**src/rtl/net_injector.sv**
```systemverilog
// Per-node transmit front end: assembles beat-serial core packets into network packets,
// queues them, and strobes them into the network node when it reports space.
// Packet layout (MSB..LSB): src[7:0], dest[7:0], len[LEN_W-1:0], data[WORDS-1:0] with word 0 at the LSBs.
module net_injector #(
    parameter int NODE_ID   = 0,
    parameter int NUM_NODES = 8,
    parameter int DATA_W    = 64,
    parameter int WORDS     = 8,
    parameter int Q_DEPTH   = 2,
    localparam int LEN_W    = $clog2(WORDS + 1),
    localparam int PKT_W    = 16 + LEN_W + WORDS * DATA_W
) (
    input  logic              clk,
    input  logic              rst_l,
    input  logic              core_valid,
    output logic              core_ready,
    input  logic [7:0]        core_dest,
    input  logic [DATA_W-1:0] core_data,
    input  logic              core_last,
    input  logic              net_accept,
    output logic              pkt_valid,
    output logic [PKT_W-1:0]  pkt_out,
    output logic              drop_err,
    output logic [15:0]       sent_cnt
);

    localparam int PTR_W  = (Q_DEPTH > 1) ? $clog2(Q_DEPTH) : 1;
    localparam int QCNT_W = $clog2(Q_DEPTH + 1);

    localparam logic [8:0]        NODES_LIM = 9'(NUM_NODES);
    localparam logic [7:0]        SELF_ID   = 8'(NODE_ID);
    localparam logic [LEN_W-1:0]  WORDS_L   = LEN_W'(WORDS);
    localparam logic [QCNT_W-1:0] Q_DEPTH_L = QCNT_W'(Q_DEPTH);

    typedef logic [WORDS-1:0][DATA_W-1:0] words_t;

    typedef struct packed {
        logic [7:0]       src;
        logic [7:0]       dest;
        logic [LEN_W-1:0] len;
        words_t           data;
    } pkt_t;

    typedef enum logic [1:0] {
        IDLE = 2'd0,
        ASM  = 2'd1,
        DROP = 2'd2
    } state_t;

    state_t            state_q, state_d;
    logic [LEN_W-1:0]  cnt_q, cnt_d;
    logic [7:0]        dest_q, dest_d;
    words_t            asm_data_q, asm_data_d;
    pkt_t              q_mem_q [Q_DEPTH];
    pkt_t              q_mem_d [Q_DEPTH];
    logic [PTR_W-1:0]  rd_ptr_q, rd_ptr_d;
    logic [PTR_W-1:0]  wr_ptr_q, wr_ptr_d;
    logic [QCNT_W-1:0] q_cnt_q, q_cnt_d;
    logic              drop_err_q, drop_err_d;
    logic [15:0]       sent_cnt_q, sent_cnt_d;

    logic              q_empty;
    logic              q_full;
    logic              pop;
    logic              push;
    logic              beat;
    logic              bad_dest;
    pkt_t              head_pkt;
    pkt_t              push_pkt;
    words_t            beat_words;
    logic [LEN_W-1:0]  beat_len;

    function automatic logic [PTR_W-1:0] ptr_inc(input logic [PTR_W-1:0] p);
        if (p == PTR_W'(Q_DEPTH - 1)) begin
            return '0;
        end
        return p + PTR_W'(1);
    endfunction

    always_comb begin
        q_empty   = (q_cnt_q == '0);
        q_full    = (q_cnt_q == Q_DEPTH_L);
        head_pkt  = q_mem_q[rd_ptr_q];
        pop       = ~q_empty & net_accept;
        pkt_valid = pop;
        pkt_out   = q_empty ? '0 : head_pkt;
    end

    // Ready is gated by rst_l so the core sees no acceptance while reset is held.
    always_comb begin
        core_ready = 1'b0;
        if (rst_l) begin
            case (state_q)
                IDLE:    core_ready = ~q_full;
                ASM:     core_ready = ~q_full | pop;
                DROP:    core_ready = 1'b1;
                default: core_ready = 1'b0;
            endcase
        end
    end

    assign beat     = core_valid & core_ready;
    assign bad_dest = ({1'b0, core_dest} >= NODES_LIM) | (core_dest == SELF_ID);

    always_comb begin
        state_d    = state_q;
        cnt_d      = cnt_q;
        dest_d     = dest_q;
        asm_data_d = asm_data_q;
        drop_err_d = 1'b0;
        push       = 1'b0;
        beat_words = asm_data_q;
        beat_len   = cnt_q + LEN_W'(1);
        for (int i = 0; i < WORDS; i++) begin
            if (cnt_q == LEN_W'(i)) begin
                beat_words[i] = core_data;
            end
        end

        case (state_q)
            IDLE: begin
                if (beat) begin
                    if (bad_dest) begin
                        drop_err_d = 1'b1;
                        if (!core_last) begin
                            state_d = DROP;
                        end
                    end else begin
                        // A fresh packet starts from an all-zero payload so unused slots read 0.
                        beat_words    = '0;
                        beat_words[0] = core_data;
                        beat_len      = LEN_W'(1);
                        dest_d        = core_dest;
                        cnt_d         = beat_len;
                        asm_data_d    = beat_words;
                        if (core_last || (beat_len == WORDS_L)) begin
                            push = 1'b1;
                        end else begin
                            state_d = ASM;
                        end
                    end
                end
            end
            ASM: begin
                if (beat) begin
                    cnt_d      = beat_len;
                    asm_data_d = beat_words;
                    if (core_last || (beat_len == WORDS_L)) begin
                        push    = 1'b1;
                        state_d = IDLE;
                    end
                end
            end
            DROP: begin
                if (beat && core_last) begin
                    state_d = IDLE;
                end
            end
            default: state_d = IDLE;
        endcase

        push_pkt.src  = SELF_ID;
        push_pkt.dest = dest_d;
        push_pkt.len  = beat_len;
        push_pkt.data = beat_words;
    end

    always_comb begin
        q_mem_d    = q_mem_q;
        rd_ptr_d   = rd_ptr_q;
        wr_ptr_d   = wr_ptr_q;
        q_cnt_d    = q_cnt_q;
        sent_cnt_d = sent_cnt_q;
        if (push) begin
            q_mem_d[wr_ptr_q] = push_pkt;
            wr_ptr_d          = ptr_inc(wr_ptr_q);
        end
        if (pop) begin
            rd_ptr_d   = ptr_inc(rd_ptr_q);
            sent_cnt_d = sent_cnt_q + 16'd1;
        end
        case ({push, pop})
            2'b10:   q_cnt_d = q_cnt_q + QCNT_W'(1);
            2'b01:   q_cnt_d = q_cnt_q - QCNT_W'(1);
            default: q_cnt_d = q_cnt_q;
        endcase
    end

    always_ff @(posedge clk or negedge rst_l) begin
        if (!rst_l) begin
            state_q    <= IDLE;
            cnt_q      <= '0;
            dest_q     <= '0;
            rd_ptr_q   <= '0;
            wr_ptr_q   <= '0;
            q_cnt_q    <= '0;
            drop_err_q <= 1'b0;
            sent_cnt_q <= '0;
        end else begin
            state_q    <= state_d;
            cnt_q      <= cnt_d;
            dest_q     <= dest_d;
            rd_ptr_q   <= rd_ptr_d;
            wr_ptr_q   <= wr_ptr_d;
            q_cnt_q    <= q_cnt_d;
            drop_err_q <= drop_err_d;
            sent_cnt_q <= sent_cnt_d;
        end
    end

    // Payload storage carries no reset; validity is tracked by the queue count alone.
    always_ff @(posedge clk) begin
        asm_data_q <= asm_data_d;
        for (int i = 0; i < Q_DEPTH; i++) begin
            q_mem_q[i] <= q_mem_d[i];
        end
    end

    assign drop_err = drop_err_q;
    assign sent_cnt = sent_cnt_q;

endmodule

```
**config.mk**
```make
export PLATFORM = sky130hd
export DESIGN_NAME = net_injector
export DESIGN_NICKNAME = d
export VERILOG_FILES = /design/src/rtl/net_injector.sv
export SDC_FILE = /design/constraint.sdc
export NUM_CORES = 2
export LEC_CHECK = 0
export ABC_AREA = 1
export CORE_UTILIZATION = 41
export CTS_CLUSTER_DIAMETER = 150
export DETAILED_ROUTE_END_ITERATION = 7
export GPL_TIMING_DRIVEN = 0
export PLACE_DENSITY = 0.62
export SETUP_SLACK_MARGIN = 0.1
export SKIP_CTS_REPAIR_TIMING = 1
export SLEW_MARGIN = 0
export SYNTH_ARGS = -nofsm -noshare
export SYNTH_HDL_FRONTEND = slang
export SYNTH_SLANG_ARGS = --single-unit
export TNS_END_PERCENT = 5
```
**constraint.sdc**
```tcl
create_clock -name clk -period 64.2 [get_ports clk]
set_clock_uncertainty 0.15 [all_clocks]
set_input_delay 9.63 -clock clk [delete_from_list [all_inputs] [get_ports clk]]
set_output_delay 9.63 -clock clk [all_outputs]
set_load 0.02 [all_outputs]
```
==> impl_summary.log <==
INFO  metric maxSlewViolCount = 0
INFO  metric hp-class = reg -> reg
INFO  metric netlist_instances = 5454
INFO  metric multi_input_area = 0.0171 mm^2
INFO  metric placementRows = 148
INFO  metric netlist_area = 0.0671 mm^2
INFO  metric critical_path_depth = 5
INFO  metric grtUsageTotal = 25.6%
INFO  metric design.core.area = 0.163 mm^2
INFO  metric p_comb_share = 39.0%
INFO  metric vdd.ir_drop.worst = 0.0312 mV
INFO  metric drt-vias-per-instance = 5.33
INFO  metric highest_net_fanout_along_the_worst_path = 11
INFO  metric htreeDepth = 4
INFO  metric synth.yosys.warnings = 0
INFO  metric power.switching = 1.34 mW
INFO  metric critical-path-slowest-cell = clkdlybuf4s50_1
INFO  metric rsz0062_at_grt = false
INFO  metric transition_time_at_the_pin_with_the_least_slew_margin = 1.22 ns
INFO  metric nets = 6321
INFO  metric clkPwrFrac = 26.8%
INFO  metric seq_power_share = 34.2%
INFO  metric yosys_register_bits = 1595
INFO  metric worstPathArrival = 11.18 ns
INFO  metric share_of_async_settable_or_async_resettable_flops_after_synthesis = 2.19%
INFO  metric vias = 45600
INFO  metric critical_path.max_stage_delay = 0.62 ns
INFO  metric yosysSeqAreaShare = 71.1%
INFO  metric max-cap-violations = 0
INFO  metric cts-buffers-inserted = 173
INFO  metric hold_ws = 0.349 ns
INFO  metric path_buf_inv = 4
INFO  metric dp_hpwl = 147000 um
INFO  metric layout.cells.most_common = edfxtp_1
INFO  metric switching_share = 37.5%
INFO  metric initial_utilization = 41.3%
INFO  metric layout.cells.non_filler = 8558
INFO  metric ys_dominant_reg_cell = edfxtp_1
INFO  metric die_x = 407 um
INFO  metric worst_flop_to_flop_path_endpoint = q_mem_q[274]
INFO  metric cts.clk_slew.worst_paths = 0.06 ns
INFO  metric timing_hold_violations_final = 0
INFO  metric worstRegToRegCells = 14
INFO  metric postRouteWirelength = 215000 um
INFO  metric layout.cells.most_common_list = edfxtp_1, nand2_1, nor2_1
INFO  metric r2r_setup_slack = 59.55 ns
INFO  metric post-place-cells = 8238
INFO  metric timing.critical_path.from_type = primary input
INFO  metric largest_net_degree_at_the_start_of_global_routing = 107
INFO  metric first_pass_grt_wire_length = 303000 um
INFO  metric cts_tree = built
INFO  metric antenna_found_initial = 11
INFO  metric cellPowerDensity = 43.7 mW/mm^2
INFO  metric final-seq-area = 0.0477 mm^2
INFO  metric wl_per_cell = 25.2 um
INFO  metric critPathMostFrequentCell = clkdlybuf4s50_1
INFO  metric place.gp.congestion = 0.857
INFO  metric leakagePower = 31.4 nW
INFO  metric tns = 0 ns
INFO  metric crit_end = pkt_valid
INFO  metric clock_sinks = 1595
INFO  metric antenna_nets_post_route = 0
INFO  metric synth.lib_cells_used.distinct = 31
INFO  metric intPower = 2.24 mW
INFO  metric layout-area-overhead-vs-synth = 22.0%
INFO  metric timing.slew.headroom = 18.4%
INFO  metric floorplan.die_area = 0.165 mm^2
INFO  metric final_util = 50.4%
INFO  metric worstSkewPairLatency = 0.81 ns
INFO  metric fin_crit = 20.96 ns
INFO  metric detailedRoute.firstPassIterationCount = 6
INFO  metric final_min_period_over_clock_period = 32.7%
INFO  metric filler_cell_count = 14400
INFO  metric count_of_routing_violations_after_the_opening_detailed_route_iteration = 4969
INFO  metric outcome = complete, no violations
INFO  metric post_synth.cell_area_avg = 12.3 um^2
INFO  metric synth-edff-count = 1560
INFO  metric first_global_vias = 43700
INFO  metric timing.critical_path.from = net_accept
INFO  metric cp_cell_sequence = clkdlybuf4s50_1 -> inv_1 -> nor2_1 -> buf_4 -> clkdlybuf4s50_1
INFO  metric finish_stage_setup_viols = 0
INFO  metric drcViolationCount = 0
INFO  metric clock.fmax = 0.0477 GHz
INFO  metric cp_data_required_time = 54.42 ns
INFO  metric worstSetupPathType = in -> out
INFO  metric crit_family = buffers and inverters
INFO  metric fp.dieH = 407 um
INFO  metric crit-reg2reg-launch = state_q[1]
INFO  metric portBuffers = 555
INFO  metric ios = 628
INFO  metric cts.path.max_buffers = 3
INFO  metric final_layout_size_suffix_gt1_share = 8.99%
INFO  metric cts_root_buffer = clkbuf_16
INFO  metric gr-total-overflow = 0
INFO  metric worst_setup_path_end_kind = output pin
## kinds of logic (layout without fill, tap and decap cells)
family / count (synthesis) / after routing / share of synthesized area (%)
AOI/OAI and AO/OA: 665 / 665 / 5.06
DFF: 1595 / 1595 / 71.1
muxes: 512 / 512 / 7.63
adders and majority gates: 6 / 6 / 0.112
other: 1 / 18 / 0.00559
xor gates and xnor gates: 17 / 17 / 0.222
and+or+nand+nor: 2194 / 2194 / 12.4
buffers and inverters: 464 / 1376 / 3.47
## cell usage after synthesis, types with 4 or more instances
cell type | count | share of area [%]
nand2_2 | 13 | 0.12
buf_1 | 23 | 0.13
inv_2 | 4 | 0.022
xnor2_1 | 8 | 0.10
clkbuf_1 | 167 | 0.93
mux2i_1 | 512 | 7.6
o21ai_0 | 104 | 0.78
dfrtp_1 | 35 | 1.3
nand4_1 | 7 | 0.065
ha_1 | 6 | 0.11
o21ai_1 | 17 | 0.13
nand2_1 | 1226 | 6.9
nor2_1 | 930 | 5.2
o21ai_2 | 18 | 0.23
inv_1 | 32 | 0.18
buf_2 | 145 | 1.1
buf_4 | 81 | 0.91
nand3_1 | 13 | 0.097
edfxtp_1 | 1560 | 70
buf_6 | 9 | 0.15
a21oi_1 | 526 | 3.9
xor2_1 | 9 | 0.12
## layer usage
| metal | GRT usage, % | part of all wire [%] | vias up |
|---|---|---|---|
| met5 | 0 | 0 | - |
| li1 | - | - | 20600 |
| met1 | 35.3 | 41 | 22800 |
| met2 | 41.1 | 48 | 1900 |
| met3 | 3.71 | 7.5 | 293 |
| met4 | 9.33 | 3.3 | 0 |
## through the flow
step           power, mW  worst slack [ns]  area [um^2]
2_1_floorplan       1.97             30.70        67200
3_3_place_gp        2.67             14.08        75400
3_5_place_dp        2.64             43.23        76500
4_1_cts             3.59             43.23        81900
5_1_grt             3.70             43.16        81900
6_report            3.58             43.24        81900
## cell type report
cell class                      count  share of cell area (%)
Antenna cell                       10                  0.0306
Buffer                            427                    2.68
Clock buffer                      216                    5.53
Clock inverter                     94                    1.03
Inverter                           37                   0.185
Multi-Input combinational cell   3402                    20.9
Sequential cell                  1595                    58.3
Tap cell                         2175                    3.32
Timing Repair Buffer              602                    8.04
## flip-flops by register name (all words and copies together), names as in the netlist
| signal | flops |
|---|---|
| asm_data_q | 512 |
| cnt_q | 4 |
| dest_q | 8 |
| drop_err | 1 |
| q_cnt_q | 2 |
| q_mem_q | 1048 |
| rd_ptr_q | 1 |
| sent_cnt | 16 |
| state_q | 2 |
| wr_ptr_q | 1 |
## worst min-delay path by stage
stage / cells after the start / startpoint / end
floorplan: 2 / wr_ptr_q / wr_ptr_q
global placement: 2 / wr_ptr_q / wr_ptr_q
detailed placement: 2 / dest_q[3] / dest_q[3]
CTS: 2 / dest_q[3] / dest_q[3]
global route: 2 / dest_q[4] / dest_q[4]
finish: 1 / q_cnt_q[1] / q_cnt_q[1]
## worst reg2reg max path: cells and delay by family (launching register included)
kind,cells,cell delay [ns]
buf+inv,9,2.25
flops,1,0.37
simple gates,5,1.55
## power by group through the flow
stage	Sequential, mW	Combinational (mW)	Clock [mW]
after floorplan	1.27	0.696	0
after global placement	1.29	1.38	0
after detailed placement	1.24	1.39	0
after CTS	1.22	1.40	0.966
after global routing	1.23	1.47	1.00
final	1.22	1.40	0.958
Note: power is estimated with default switching activity, not from simulation.
